$ cat src/rtl/rgmii_link_ctrl.sv
// rtl/rgmii_link_ctrl.sv - RGMII in-band status qualifier and speed-switch sequencer
// Filters idle-period link status, then drives speed/link/duplex with a MAC reset hold around speed changes.
module rgmii_link_ctrl #(
  parameter int unsigned STABLE_COUNT  = 16,
  parameter int unsigned HOLD_CYCLES   = 8,
  parameter logic [1:0]  DEFAULT_SPEED = 2'b10
) (
  input  logic       clk,
  input  logic       rst,
  input  logic [7:0] gmii_rxd,
  input  logic       gmii_rx_dv,
  input  logic       gmii_rx_er,
  input  logic       cfg_force_en,
  input  logic [1:0] cfg_force_speed,
  output logic [1:0] speed,
  output logic       link_up,
  output logic       full_duplex,
  output logic       mac_rst,
  output logic       speed_change
);

  typedef enum logic [1:0] {S_DOWN, S_UP, S_DRAIN, S_SETTLE} state_t;

  localparam logic [7:0] C_STABLE    = 8'(STABLE_COUNT);
  localparam logic [7:0] C_HOLD_LAST = 8'(HOLD_CYCLES - 1);

  state_t     r_state;
  state_t     w_state_nxt;

  logic       r_cand_link;
  logic [1:0] r_cand_speed;
  logic       r_cand_duplex;
  logic [7:0] r_cnt;

  logic [1:0] r_speed;
  logic       r_link_up;
  logic       r_full_duplex;
  logic       r_mac_rst;
  logic       r_speed_change;
  logic [1:0] r_pending;
  logic [7:0] r_hold;

  logic [1:0] w_speed_nxt;
  logic       w_link_up_nxt;
  logic       w_full_duplex_nxt;
  logic       w_mac_rst_nxt;
  logic       w_speed_change_nxt;
  logic [1:0] w_pending_nxt;
  logic [7:0] w_hold_nxt;

  logic       w_idle;
  logic       w_reserved;
  logic       w_same;
  logic       w_qualified;
  logic       w_hold_done;
  logic [1:0] w_force_speed;
  logic [1:0] w_tgt;
  logic       w_unused;

  assign w_idle        = !gmii_rx_dv && !gmii_rx_er;
  assign w_reserved    = (gmii_rxd[2:1] == 2'b11);
  assign w_same        = ({gmii_rxd[0], gmii_rxd[2:1], gmii_rxd[3]} ==
                          {r_cand_link, r_cand_speed, r_cand_duplex});
  assign w_qualified   = (r_cnt == C_STABLE);
  assign w_hold_done   = (r_hold == C_HOLD_LAST);
  assign w_force_speed = (cfg_force_speed == 2'b11) ? 2'b10 : cfg_force_speed;
  assign w_tgt         = cfg_force_en ? w_force_speed : r_cand_speed;
  assign w_unused      = ^gmii_rxd[7:4];

  // Status sampled only between frames; frames and errors freeze the filter
  always_ff @(posedge clk) begin
    if (rst) begin
      r_cand_link   <= 1'b0;
      r_cand_speed  <= 2'b00;
      r_cand_duplex <= 1'b0;
      r_cnt         <= 8'd0;
    end else if (w_idle) begin
      if (w_reserved) begin
        r_cnt <= 8'd0;
      end else if (w_same) begin
        if (r_cnt < C_STABLE) r_cnt <= r_cnt + 8'd1;
      end else begin
        r_cand_link   <= gmii_rxd[0];
        r_cand_speed  <= gmii_rxd[2:1];
        r_cand_duplex <= gmii_rxd[3];
        r_cnt         <= 8'd1;
      end
    end
  end

  always_ff @(posedge clk) begin
    if (rst) begin
      r_state        <= S_DOWN;
      r_speed        <= DEFAULT_SPEED;
      r_link_up      <= 1'b0;
      r_full_duplex  <= 1'b0;
      r_mac_rst      <= 1'b1;
      r_speed_change <= 1'b0;
      r_pending      <= DEFAULT_SPEED;
      r_hold         <= 8'd0;
    end else begin
      r_state        <= w_state_nxt;
      r_speed        <= w_speed_nxt;
      r_link_up      <= w_link_up_nxt;
      r_full_duplex  <= w_full_duplex_nxt;
      r_mac_rst      <= w_mac_rst_nxt;
      r_speed_change <= w_speed_change_nxt;
      r_pending      <= w_pending_nxt;
      r_hold         <= w_hold_nxt;
    end
  end

  always_comb begin
    w_state_nxt = r_state;
    case (r_state)
      S_DOWN: begin
        if (w_qualified && r_cand_link)
          w_state_nxt = (w_tgt == r_speed) ? S_UP : S_DRAIN;
      end
      S_UP: begin
        if (w_qualified && !r_cand_link)
          w_state_nxt = S_DOWN;
        else if (w_qualified && (w_tgt != r_speed))
          w_state_nxt = S_DRAIN;
      end
      S_DRAIN: begin
        if (w_hold_done) w_state_nxt = S_SETTLE;
      end
      S_SETTLE: begin
        if (w_hold_done)
          w_state_nxt = (r_cand_link && w_qualified) ? S_UP : S_DOWN;
      end
      default: w_state_nxt = S_DOWN;
    endcase
  end

  // Next values of the registered outputs, derived from the current transition
  always_comb begin
    w_speed_nxt        = r_speed;
    w_link_up_nxt      = (w_state_nxt == S_UP);
    w_full_duplex_nxt  = r_full_duplex;
    w_mac_rst_nxt      = (w_state_nxt == S_DRAIN) || (w_state_nxt == S_SETTLE);
    w_speed_change_nxt = 1'b0;
    w_pending_nxt      = r_pending;
    w_hold_nxt         = 8'd0;
    if ((w_state_nxt == r_state) && ((r_state == S_DRAIN) || (r_state == S_SETTLE)))
      w_hold_nxt = r_hold + 8'd1;
    if ((r_state != S_DRAIN) && (w_state_nxt == S_DRAIN))
      w_pending_nxt = w_tgt;
    if ((r_state == S_DRAIN) && (w_state_nxt == S_SETTLE)) begin
      w_speed_nxt        = r_pending;
      w_speed_change_nxt = 1'b1;
    end
    if ((r_state == S_SETTLE) && (w_state_nxt != S_SETTLE))
      w_full_duplex_nxt = r_cand_duplex;
    if ((r_state == S_UP) && (w_state_nxt == S_UP) && w_qualified)
      w_full_duplex_nxt = r_cand_duplex;
  end

  assign speed        = r_speed;
  assign link_up      = r_link_up;
  assign full_duplex  = r_full_duplex;
  assign mac_rst      = r_mac_rst;
  assign speed_change = r_speed_change;

endmodule

$ cat config.mk
export PLATFORM = sky130hd
export DESIGN_NAME = rgmii_link_ctrl
export DESIGN_NICKNAME = d
export VERILOG_FILES = /design/src/rtl/rgmii_link_ctrl.sv
export SDC_FILE = /design/constraint.sdc
export NUM_CORES = 1
export LEC_CHECK = 0
export ABC_AREA = 0
export BUFFER_PORTS_ARGS = -buffer_cell sky130_fd_sc_hd__buf_2
export CORE_ASPECT_RATIO = 0.5
export CORE_UTILIZATION = 53
export CTS_BUF_LIST = sky130_fd_sc_hd__clkbuf_8
export DETAILED_ROUTE_END_ITERATION = 8
export PLACE_DENSITY_LB_ADDON = 0.12
export SYNTH_ARGS = -nofsm -noshare
export SYNTH_HDL_FRONTEND = slang
export SYNTH_SLANG_ARGS = --single-unit
$ cat constraint.sdc
create_clock -name clk -period 3 [get_ports clk]
set_input_delay 0.3 -clock clk [delete_from_list [all_inputs] [get_ports clk]]
set_output_delay 0.3 -clock clk [all_outputs]
set_load 0.1 [all_outputs]
==> impl_metrics.ini <==
[placement]
detailed_place.area_mm2 = 0.001567
numPlacedInstances = 214
dp_wirelength_mm = 1.877
number_of_buffer_cells_added_on_primary_ports = 16
finalWeightedCongestion = 0.8120
dp_slack_ns = 1.098

[clocking]
clock_insertion_delay_worst_skew_ns = 0.28
htreeDepth = 2
cts_buffer_depth = 2
cts_hold_buffers_added = 0
numCtsBuffers = 5
clk_pin_slew_ns = 0.06
tritoncts = built
cts_setup_buffers = 0
clock-root-buffer = clkbuf_8
cts.sinks = 30
post_cts_resize_count = 0

[critical_path]
timing.critical_path.from = r_cnt[5]$_SDFFE_PP0P_
timing.critical_path.arrival_ns = 2.16
worst-path-max-fanout = 6
cp-start-kind = flop
required_ns = 3.21
critical_path_class = reg -> reg
source_of_the_worst_register_to_register_timing_path = r_cnt[5]$_SDFFE_PP0P_
endpoint_kind = flop

[pwr]
power_per_cell_area_mw_per_mm2 = 513.4
power.share.clock_pct = 45.7
totalPowerFinal_uw = 860.1
cellLeakagePower_nw = 0.6500
cell_internal_pwr_uw = 669.5
seqPwrFrac_pct = 47.5
combPwrFrac_pct = 6.9
p_switching_uw = 190.6
swShare_pct = 22.16
power.ir.vdd_worst_uv = 338.5

[final_layout]
finalInstanceArea_mm2 = 0.001675
post_layout_nonfiller_instances = 222
area_growth_pct = 14.74
post_route_cells_drive_above_1_share_pct = 18.38
final.fill_count = 233
antenna-diode-count = 0
finish.net_count = 202

[die]
die_width_um = 76.23
die_y_um = 39.12
coreArea_mm2 = 0.002603
ioPinCount = 21
floorplan.initialDensity_pct = 56.11
design.die.area_mm2 = 0.002982
fp-row-count = 13

[timing]
maxSlewViolCount = 0
max_clock_freq_mhz = 510.8
grt_setup_unrepaired = no
worst_clock_skew_ns = 0.004771
post-route-period-util_pct = 65.26
setup_viol_count_final = 0
fin_tns_setup_ns = 0
finalHoldViolCount = 0
final_period_minus_worst_setup_slack_ns = 1.958
slew-limit-headroom_pct = 58.31
worst_pin_slew_ns = 0.6206
final_critical_path_setup_slack_ns = 1.042

[job]
maxCapViolCount = 0

[global_routing]
track_usage_pct = 19.12
global_route_wire_length_before_repair_mm = 4.222
grt_max_degree = 19
antenna_found_initial = 0
grt_pass1_vias = 985
globalRoute.totalOverflow = 0

[logic_synthesis]
synthFlopType = dfxtp_1
synth_top_cells_by_count = dfxtp_1, nor2_1, nor3_1, a21oi_1, xor2_1
synth_enable_flop_cells = 0
synth_top_area_share_pct = 41.13
syn-num-nets = 184
post_synth.cell_area_avg_um2 = 8.796
yosysWarningCount = 0
synthesis.instances = 166
synthesis.area_mm2 = 0.001460
synthMostInstantiatedCell = dfxtp_1
postSynthRegisterBits = 30
async_flop_share_pct = 0
synth_sequential_area_ratio_pct = 41.13
yosys.cell_types.count = 41
synth.area.top_cells = dfxtp_1, nor2_1, xor2_1
library_cell_occupying_the_most_area_in_the_post_synthesis_netlist = dfxtp_1

[drt]
wl_met2_mm = 1.162
drt-initial-drc-count = 28
routed_wirelength_mm = 2.590
firstDrtPassIters = 4
routed_wl_per_cell_um = 11.67
route.top_layer_used = met4
drt-met1-wl_mm = 1.294
detail_route.drc_violations = 0
route.met3.wl_um = 81
average_vias_per_placed_instance = 5.333
drt.antenna.violating_nets = 0
vias = 1184

[worst_hold_path]
min_from = gmii_rxd[0]
hp-class = in -> reg

[status]
run_status = finished, final reports clean
logic make-up (layout without fill, tap and decap cells):
group	Yosys count	count (layout)	share of synthesized area (%)
AND/OR/NAND/NOR	70	70	25.36
AO/OA/AOI/OAI	31	31	15.17
XOR/XNOR	14	14	8.398
buffers and inverters	12	31	3.170
flip-flops	30	30	41.13
multiplexers	6	6	4.199
adder cells (fa/ha/maj)	3	3	2.571
critical path: stages (launching register included):
cell	delay, ns
dfxtp_1	0.35
or3_1	0.41
nor3_1	0.54
o211ai_1	0.18
o21bai_1	0.21
mux2i_1	0.20
final cells by class:
| type | instances | area (um^2) | area share [%] |
|---|---|---|---|
| clock buffers | 5 | 68.82 | 4.108 |
| clock inverters | 3 | 40.04 | 2.390 |
| inverters | 7 | 26.28 | 1.568 |
| multi-input cells | 124 | 813.3 | 48.54 |
| flip-flops and latches | 30 | 600.6 | 35.85 |
| well taps | 37 | 46.29 | 2.763 |
| repair buffers | 16 | 80.08 | 4.780 |
layer usage:
metal / up-vias / track usage, %
met2: 14 / 32.66
li1: 625 / -
met3: 6 / 6.353
met5: - / 0
met1: 539 / 22.55
met4: 0 / 9.135
power by group through the flow:
stage | clock network [mW] | registers [mW] | logic [mW]
finish | 0.393 | 0.408 | 0.0590
global route | 0.418 | 0.409 | 0.0649
floorplan | 0 | 0.421 | 0.0377
global placement | 0 | 0.417 | 0.0582
detailed placement | 0 | 0.417 | 0.0588
CTS | 0.402 | 0.408 | 0.0591
final timing paths:
check	end	depth (start not counted)	slack, ns
worst max register to register	full_duplex$_SDFFE_PP0P_	5	1.04
worst min register to register	r_hold[0]$_SDFF_PP0_	1	0.44
worst max-delay path	full_duplex$_SDFFE_PP0P_	5	1.04
worst min-delay path	r_cand_link$_SDFFE_PP0P_	3	0.29
state kept, by name, summed over array words and instances, names as in the netlist, 2 cells and up:
name	flops
r_cnt	8
r_cand_speed	2
r_state	2
r_hold	8
speed	2
r_pending	2
cells in the final DEF (no fill, tap or decap), types with 2 or more instances in the layout:
| master | Yosys | routed |
|---|---|---|
| a21oi_1 | 9 | 9 |
| clkbuf_8 | 0 | 5 |
| or3_1 | 2 | 2 |
| o22ai_1 | 2 | 2 |
| a31oi_1 | 3 | 3 |
| o211ai_1 | 2 | 2 |
| xor2_1 | 9 | 9 |
| mux2i_1 | 5 | 5 |
| buf_2 | 1 | 16 |
| nand3b_1 | 2 | 2 |
| or2_2 | 3 | 3 |
| xnor2_1 | 5 | 5 |
| nand2_1 | 6 | 6 |
| a41oi_1 | 2 | 2 |
| nor2_1 | 27 | 27 |
| ha_1 | 3 | 3 |
| and3_1 | 3 | 3 |
| dfxtp_1 | 30 | 30 |
| or4_4 | 2 | 2 |
| nor3_1 | 10 | 10 |
| o21bai_1 | 2 | 2 |
| clkinv_2 | 0 | 2 |
| nand3_1 | 5 | 5 |
| nand2b_1 | 5 | 5 |
| inv_1 | 7 | 7 |
stage by stage:
stage	utilization, %	hold WS, ns
after floorplan	-	0.4132
after global placement	60.19	0.4280
after detailed placement	60.19	0.4356
after CTS	64.38	0.2794
after global routing	64.38	0.3092
final	64.38	0.2855
No activity file was read; power rests on OpenSTA's default activity.
